## src/rtl/phasetofreq_pkg.sv

```systemverilog
// rtl/phasetofreq_pkg.sv - shared widths, timeout limit and FSM state type for phasetofreq
package phasetofreq_pkg;

    localparam int PHASE_W = 8;
    localparam int FREQ_W  = 13;
    localparam int CNT_W   = FREQ_W + 1;

    // No step for this many cycles means the generator has stopped or frozen.
    localparam logic [CNT_W-1:0] TIMEOUT    = CNT_W'((1 << FREQ_W) + 1);
    localparam logic [CNT_W-1:0] TIMEOUT_M1 = TIMEOUT - CNT_W'(1);

    typedef enum logic [1:0] {
        IDLE = 2'd0,
        ACQ  = 2'd1,
        LOCK = 2'd2,
        STOP = 2'd3
    } state_t;

endpackage

```

## src/rtl/phasetofreq_if.sv

```systemverilog
// rtl/phasetofreq_if.sv - phase bus in, recovered freq/lock/status out
interface phasetofreq_if;
    import phasetofreq_pkg::*;

    logic [PHASE_W-1:0] phase;
    logic [FREQ_W-1:0]  freq;
    logic               locked;
    logic               upd;
    logic               err;

    // Master drives the phase bus and observes the decode.
    modport master (output phase, input freq, input locked, input upd, input err);
    // Slave is the recovery block itself.
    modport slave  (input phase, output freq, output locked, output upd, output err);

endinterface

```

## src/rtl/phasetofreq_period_counter.sv

```systemverilog
// rtl/phasetofreq_period_counter.sv - cycles since last phase step, saturating, with timeout pulse
module phasetofreq_period_counter
    import phasetofreq_pkg::*;
(
    input  logic             clk,
    input  logic             rst,
    input  logic             restart_i,
    output logic [CNT_W-1:0] count_o,
    output logic             timeout_o
);

    logic [CNT_W-1:0] cnt_q;
    logic [CNT_W-1:0] cnt_d;

    // Restart at 1 so the value seen on the next step equals the step-to-step period.
    always_comb begin
        cnt_d = cnt_q;
        if (restart_i) begin
            cnt_d = CNT_W'(1);
        end else if (cnt_q != TIMEOUT) begin
            cnt_d = cnt_q + CNT_W'(1);
        end
    end

    // Counter register.
    always_ff @(posedge clk or posedge rst) begin
        if (rst) begin
            cnt_q <= '0;
        end else begin
            cnt_q <= cnt_d;
        end
    end

    assign count_o   = cnt_q;
    // Fires once, on the cycle the count would saturate; a step that same cycle wins.
    assign timeout_o = !restart_i && (cnt_q == TIMEOUT_M1);

endmodule

```

## src/rtl/phasetofreq.sv

```systemverilog
// rtl/phasetofreq.sv - recovers the freq word driving a phase counter stream
module phasetofreq
    import phasetofreq_pkg::*;
(
    input  logic         clk,
    input  logic         rst,
    phasetofreq_if.slave bus
);

    logic [PHASE_W-1:0] phase_q;
    logic               step_q;
    logic               good_q;
    logic               zero_q;
    logic               step_d;
    logic               good_d;
    logic               zero_d;

    logic [CNT_W-1:0]   n_cnt;
    logic               timeout;

    state_t             state_q;
    state_t             state_d;
    logic [CNT_W-1:0]   cand_q;
    logic [CNT_W-1:0]   cand_d;
    logic [FREQ_W-1:0]  freq_q;
    logic [FREQ_W-1:0]  freq_d;
    logic               locked_q;
    logic               locked_d;
    logic               upd_q;
    logic               upd_d;
    logic               err_q;
    logic               err_d;

    assign step_d = (bus.phase != phase_q);
    assign good_d = (bus.phase == phase_q + PHASE_W'(1));
    assign zero_d = (bus.phase == '0);

    // Input stage: sample phase and classify the change against the previous sample.
    always_ff @(posedge clk or posedge rst) begin
        if (rst) begin
            phase_q <= '0;
            step_q  <= 1'b0;
            good_q  <= 1'b0;
            zero_q  <= 1'b0;
        end else begin
            phase_q <= bus.phase;
            step_q  <= step_d;
            good_q  <= good_d;
            zero_q  <= zero_d;
        end
    end

    phasetofreq_period_counter u_period_counter (
        .clk       (clk),
        .rst       (rst),
        .restart_i (step_q),
        .count_o   (n_cnt),
        .timeout_o (timeout)
    );

    // Decode FSM: a step outranks a coincident timeout; any change of freq/locked raises upd.
    always_comb begin
        state_d  = state_q;
        cand_d   = cand_q;
        freq_d   = freq_q;
        locked_d = locked_q;
        err_d    = 1'b0;
        if (step_q) begin
            if (!good_q) begin
                // A jump to zero is a generator restart, not a fault.
                state_d  = IDLE;
                locked_d = 1'b0;
                err_d    = !zero_q;
            end else if (state_q != IDLE && n_cnt == CNT_W'(1)) begin
                // Stepping every clock cannot come from the generator.
                state_d  = IDLE;
                locked_d = 1'b0;
                err_d    = 1'b1;
            end else begin
                case (state_q)
                    IDLE: begin
                        state_d = ACQ;
                        cand_d  = '0;
                    end
                    ACQ: begin
                        if (n_cnt == cand_q) begin
                            state_d  = LOCK;
                            freq_d   = FREQ_W'(n_cnt - CNT_W'(1));
                            locked_d = 1'b1;
                        end else begin
                            cand_d = n_cnt;
                        end
                    end
                    LOCK: begin
                        if (n_cnt != {1'b0, freq_q} + CNT_W'(1)) begin
                            state_d  = ACQ;
                            cand_d   = n_cnt;
                            locked_d = 1'b0;
                        end
                    end
                    STOP: begin
                        state_d  = ACQ;
                        cand_d   = '0;
                        locked_d = 1'b0;
                    end
                    default: begin
                        state_d = IDLE;
                    end
                endcase
            end
        end else if (timeout && state_q != STOP) begin
            if (phase_q == '0) begin
                state_d  = STOP;
                freq_d   = '0;
                locked_d = 1'b1;
            end else begin
                state_d  = IDLE;
                locked_d = 1'b0;
                err_d    = 1'b1;
            end
        end
        upd_d = (freq_d != freq_q) || (locked_d != locked_q);
    end

    // State and registered outputs.
    always_ff @(posedge clk or posedge rst) begin
        if (rst) begin
            state_q  <= IDLE;
            cand_q   <= '0;
            freq_q   <= '0;
            locked_q <= 1'b0;
            upd_q    <= 1'b0;
            err_q    <= 1'b0;
        end else begin
            state_q  <= state_d;
            cand_q   <= cand_d;
            freq_q   <= freq_d;
            locked_q <= locked_d;
            upd_q    <= upd_d;
            err_q    <= err_d;
        end
    end

    assign bus.freq   = freq_q;
    assign bus.locked = locked_q;
    assign bus.upd    = upd_q;
    assign bus.err    = err_q;

endmodule
```

## src/flat_wrapper.sv

```systemverilog
// flat-port wrapper written by rule: the top's interface ports become plain ports
module phasetofreq_flat import phasetofreq_pkg::*;
  (clk, rst, bus_phase, bus_freq, bus_locked, bus_upd, bus_err);
  phasetofreq_if bus_i ();
  input  logic clk;
  input  logic rst;
  input wire logic [$bits(bus_i.phase)-1:0] bus_phase;
  output wire logic [$bits(bus_i.freq)-1:0] bus_freq;
  output wire logic [$bits(bus_i.locked)-1:0] bus_locked;
  output wire logic [$bits(bus_i.upd)-1:0] bus_upd;
  output wire logic [$bits(bus_i.err)-1:0] bus_err;
  assign bus_i.phase = bus_phase;
  assign bus_freq = bus_i.freq;
  assign bus_locked = bus_i.locked;
  assign bus_upd = bus_i.upd;
  assign bus_err = bus_i.err;
  phasetofreq u_core (.clk(clk), .rst(rst), .bus(bus_i));
endmodule
```

## config.mk

```make
export PLATFORM = sky130hd
export DESIGN_NAME = phasetofreq_flat
export DESIGN_NICKNAME = d
export VERILOG_FILES = /design/src/rtl/phasetofreq_pkg.sv /design/src/rtl/phasetofreq_if.sv /design/src/rtl/phasetofreq_period_counter.sv /design/src/rtl/phasetofreq.sv /design/src/flat_wrapper.sv
export SDC_FILE = /design/constraint.sdc
export NUM_CORES = 1
export LEC_CHECK = 0
export CORE_UTILIZATION = 62
export CTS_CLUSTER_DIAMETER = 100
export DETAILED_ROUTE_END_ITERATION = 8
export PLACE_DENSITY = 0.83
export SLEW_MARGIN = 0
export SYNTH_ARGS = -nofsm -noshare
export SYNTH_HDL_FRONTEND = slang
export SYNTH_HIERARCHICAL = 1
export SYNTH_SLANG_ARGS = --single-unit
```

## constraint.sdc

```tcl
create_clock -name clk -period 6.02 [get_ports clk]
set_input_delay 1.505 -clock clk [delete_from_list [all_inputs] [get_ports clk]]
set_output_delay 1.505 -clock clk [all_outputs]
set_load 0.02 [all_outputs]
```

==> summary.txt <==
Hold path
  – Hold crit path type: flip-flop to flip-flop
  – Worst Hold Depth: 2
  – HP Start: u_core/cand_q[7]
  – WHS Endpoint: u_core/cand_q[7]

Critical path
  – R2R Path Start: u_core/u_period_counter/count_o[0]
  – CP bufs+invs: 1
  – Crit path max fanout: 11
  – Slowest-stage cell, CP: clkdlybuf4s50_1
  – Crit path DAT: approximately 1.6 ns
  – CP top delay family: buffers and inverters
  – CP Cell Sequence: clkdlybuf4s50_1
  – Critical path class: flip-flop to primary output
  – Startpoint Class: flip-flop
  – Worst reg2reg path depth: 9
  – Worst setup EP type: primary output
  – CP peak stage delay: 0.69 ns
  – Critical R2R Capture: u_core/bus.upd
  – Worst reg2reg setup slack: 2.97 ns
  – Worst EP required: 4.51 ns

Synthesis
  – Yosys cell types: 69
  – Mean Syn Cell Area: 9.09 um2
  – Ranking of synthesized cells by area: dfrtp_1 (32%), xnor2_1 (8.3%), mux2i_1 (5.2%)
  – Top-area cell type share of the netlist area: roughly 32%
  – Ys async rst share: 100%
  – Gate Count Post-Synth: slightly below 500
  – #FFs+latches synth: 57
  – Top FF cell, synth: dfrtp_1
  – Mapped Nets: between 500 and 600
  – Ys Warns: 6
  – Synth area leader: dfrtp_1
  – EDFF count, synth: 0
  – Register area share after synthesis: 32.3%
  – Synth Cell Area: 4410 um2

CTS
  – Clk buf depth: 2
  – Cts hold-fix bufs: 0
  – Clock net sink count: between 50 and 60
  – CTS tree: yes
  – CTS clock-pin slew for the worst setup and hold paths: 0.06 ns
  – Post-CTS Repair Setup Buffers: 0
  – Post-CTS Resized: 0
  – CTS H-tree lvls: 3
  – Worst-Skew Late Latency: 0.34 ns
  – Clk root buf: clkbuf_8
  – Total CTS buffers: 9

Pwr
  – Total power: between 800 and 900 uW
  – P per Cell Area: 168 nW/um2
  – Leakage: 1.93 nW
  – Max IR drop VDD: 0.000157 V

Cells and area
  – Fillers: 530
  – ANT cells: 0
  – Share of cells above drive strength 1: 11.0%
  – Fin cells: between 500 and 600
  – Final Util: approximately 71%
  – Syn-to-layout area delta: 9.76%
  – Fin area: just under 5000 um2
  – Layout Nets: 519

Timing
  – Hold Fails Final Rpt: 0
  – Crit share post-route: 52.2%
  – Final setup viols: 0
  – RSZ-0062 raised after global routing: no
  – Relative slew slack: 38.0%
  – Setup Total Neg Slack: 0 ns
  – WHS: about 0.54 ns
  – Worst-Margin Slew: ~0.93 ns
  – Clk_skew: around 0.0093 ns
  – Final worst setup slack: between 2 and 3 ns
  – Minimum clock period after layout: around 3.1 ns
  – Final Max Tran Viols: 0
  – Fmax: 0.318 GHz

Floorplan
  – Starting Density: 64.5%
  – Die footprint: 7450 um2
  – Overall die width: approximately 86 um
  – Core Box Area: 6830 um2
  – Die Y: between 80 and 90 um
  – # rows: 30
  – # IOs: 26

Route
  – Initial DRC count: between 150 and 200
  – Vias post-DR: about 3700
  – Post-Route WL: roughly 10000 um
  – Met2 wire length: 5090 um
  – DRT Pass-1 Iters: 5
  – M1 WL: ~4400 um
  – Met3 WL: approximately 540 um
  – Drt drc: 0
  – DR WL/cell: about 17 um
  – ANT nets after route: 0
  – Max Used Layer: met4
  – Via density: between 6 and 7

Placed design
  – Dpl ws: 3.02 ns
  – Dpl cells: 580
  – IO Port Bufs: 25
  – Placed Area: 4630 um2
  – Placer Congestion: just under 0.9
  – Dpl hpwl: 7300 um

Global route
  – Largest net degree at the start of global routing: 44
  – All-layer global routing usage: 30.3%
  – Initial antenna violation count: 0
  – Vias in the first global route: approximately 3600
  – Total grt overflow: 0
  – First-pass GRT wire length: 17300 um

Job
  – Max Cap Viol: 0

Status
  – Status: complete, no violations
[metal layers]
| metal | track usage, % | up-vias |
|---|---|---|
| met1 | 37.1 | 1768 |
| li1 | - | 1724 |
| met4 | 14.2 | 0 |
| met5 | 0 | - |
| met3 | 6.00 | 26 |
| met2 | 51.5 | 136 |
[Yosys cell counts (3+ instances only)]
master / number
nand2b_1: 6
or4_1: 4
or4_4: 3
a31oi_1: 3
nand4_1: 11
xnor2_1: 42
o22ai_1: 3
buf_6: 3
xor2_1: 21
clkbuf_1: 12
nand3_1: 17
inv_1: 34
ha_1: 14
a21oi_1: 20
a211oi_1: 3
buf_2: 6
o31ai_1: 6
nor4_4: 4
nor3_1: 14
nor2_1: 34
buf_4: 6
nand2_1: 45
nor4_1: 10
or3_1: 5
mux2i_1: 23
mux2_2: 3
o21ai_1: 14
o21ai_0: 8
nor2b_1: 3
nor3b_1: 3
dfrtp_1: 57
nor4_2: 3
[how the worst max path moves through the flow]
stage                                       start        endpoint  slack, ns  depth (start not counted)
2_1_floorplan                                 rst  u_core/bus.err       3.51                          1
3_3_place_gp   u_core/u_period_counter/count_o[0]  u_core/bus.upd       3.06                          9
3_5_place_dp   u_core/u_period_counter/count_o[0]  u_core/bus.upd       3.02                          9
4_1_cts                        u_core/bus.freq[3]     bus_freq[3]       2.86                          1
5_1_grt        u_core/u_period_counter/count_o[0]  u_core/bus.upd       2.68                          9
6_report                       u_core/bus.freq[3]     bus_freq[3]       2.88                          1
[where the power goes]
part | internal, mW | switching, mW
clock network | 0.233 | 0.148
logic | 0.0164 | 0.0236
registers | 0.386 | 0.00465
total | 0.636 | 0.176
[state kept, by name (all words and copies together) (netlist names), 2 cells and up]
name                             flops
u_core/cand_q                       14
u_core/u_period_counter/count_o     14
u_core/state_q                       2
u_core/bus.freq                     13
u_core/phase_q                       8
[cell type report]
type                            instances  area, um2  share of cell area [%]
Multi-Input combinational cell        365       2680                    55.4
Tap cell                               96        120                    2.48
Inverter                               35        131                    2.71
Sequential cell                        57       1430                    29.5
Clock inverter                          2       35.0                   0.724
Clock buffer                           13        179                    3.70
Timing Repair Buffer                   27        265                    5.48
[cells by family (layout without fill, tap and decap cells)]
| logic type | after synthesis | count (layout) | synth area share (%) |
|---|---|---|---|
| simple gates | 186 | 186 | 25.7 |
| flops | 57 | 57 | 32.3 |
| xor+xnor | 65 | 65 | 13.4 |
| compound gates | 73 | 73 | 11.5 |
| fa+ha+maj | 14 | 14 | 3.97 |
| buf+inv | 63 | 77 | 6.81 |
| mux | 27 | 27 | 6.33 |
[cells in the final DEF, fill, tap and decap left out, drive strengths merged, types with 2 or more instances in the layout]
cell / count
dfrtp: 57
nand2: 46
xnor2: 43
inv: 35
nor2: 34
clkdlybuf4s50: 25
mux2i: 23
o21ai: 22
xor2: 21
nand3: 21
a21oi: 20
nor4: 17
nor3: 16
ha: 14
clkbuf: 13
nand4: 13
or4: 8
o31ai: 7
nand2b: 6
or3: 6
a31oi: 4
mux2: 4
a211oi: 3
nor3b: 3
o22ai: 3
nor2b: 3
nand4b: 2
and2: 2
nor4b: 2
a22o: 2
buf: 2
or4b: 2
o41ai: 2
Note: power is estimated with default switching activity, not from simulation.
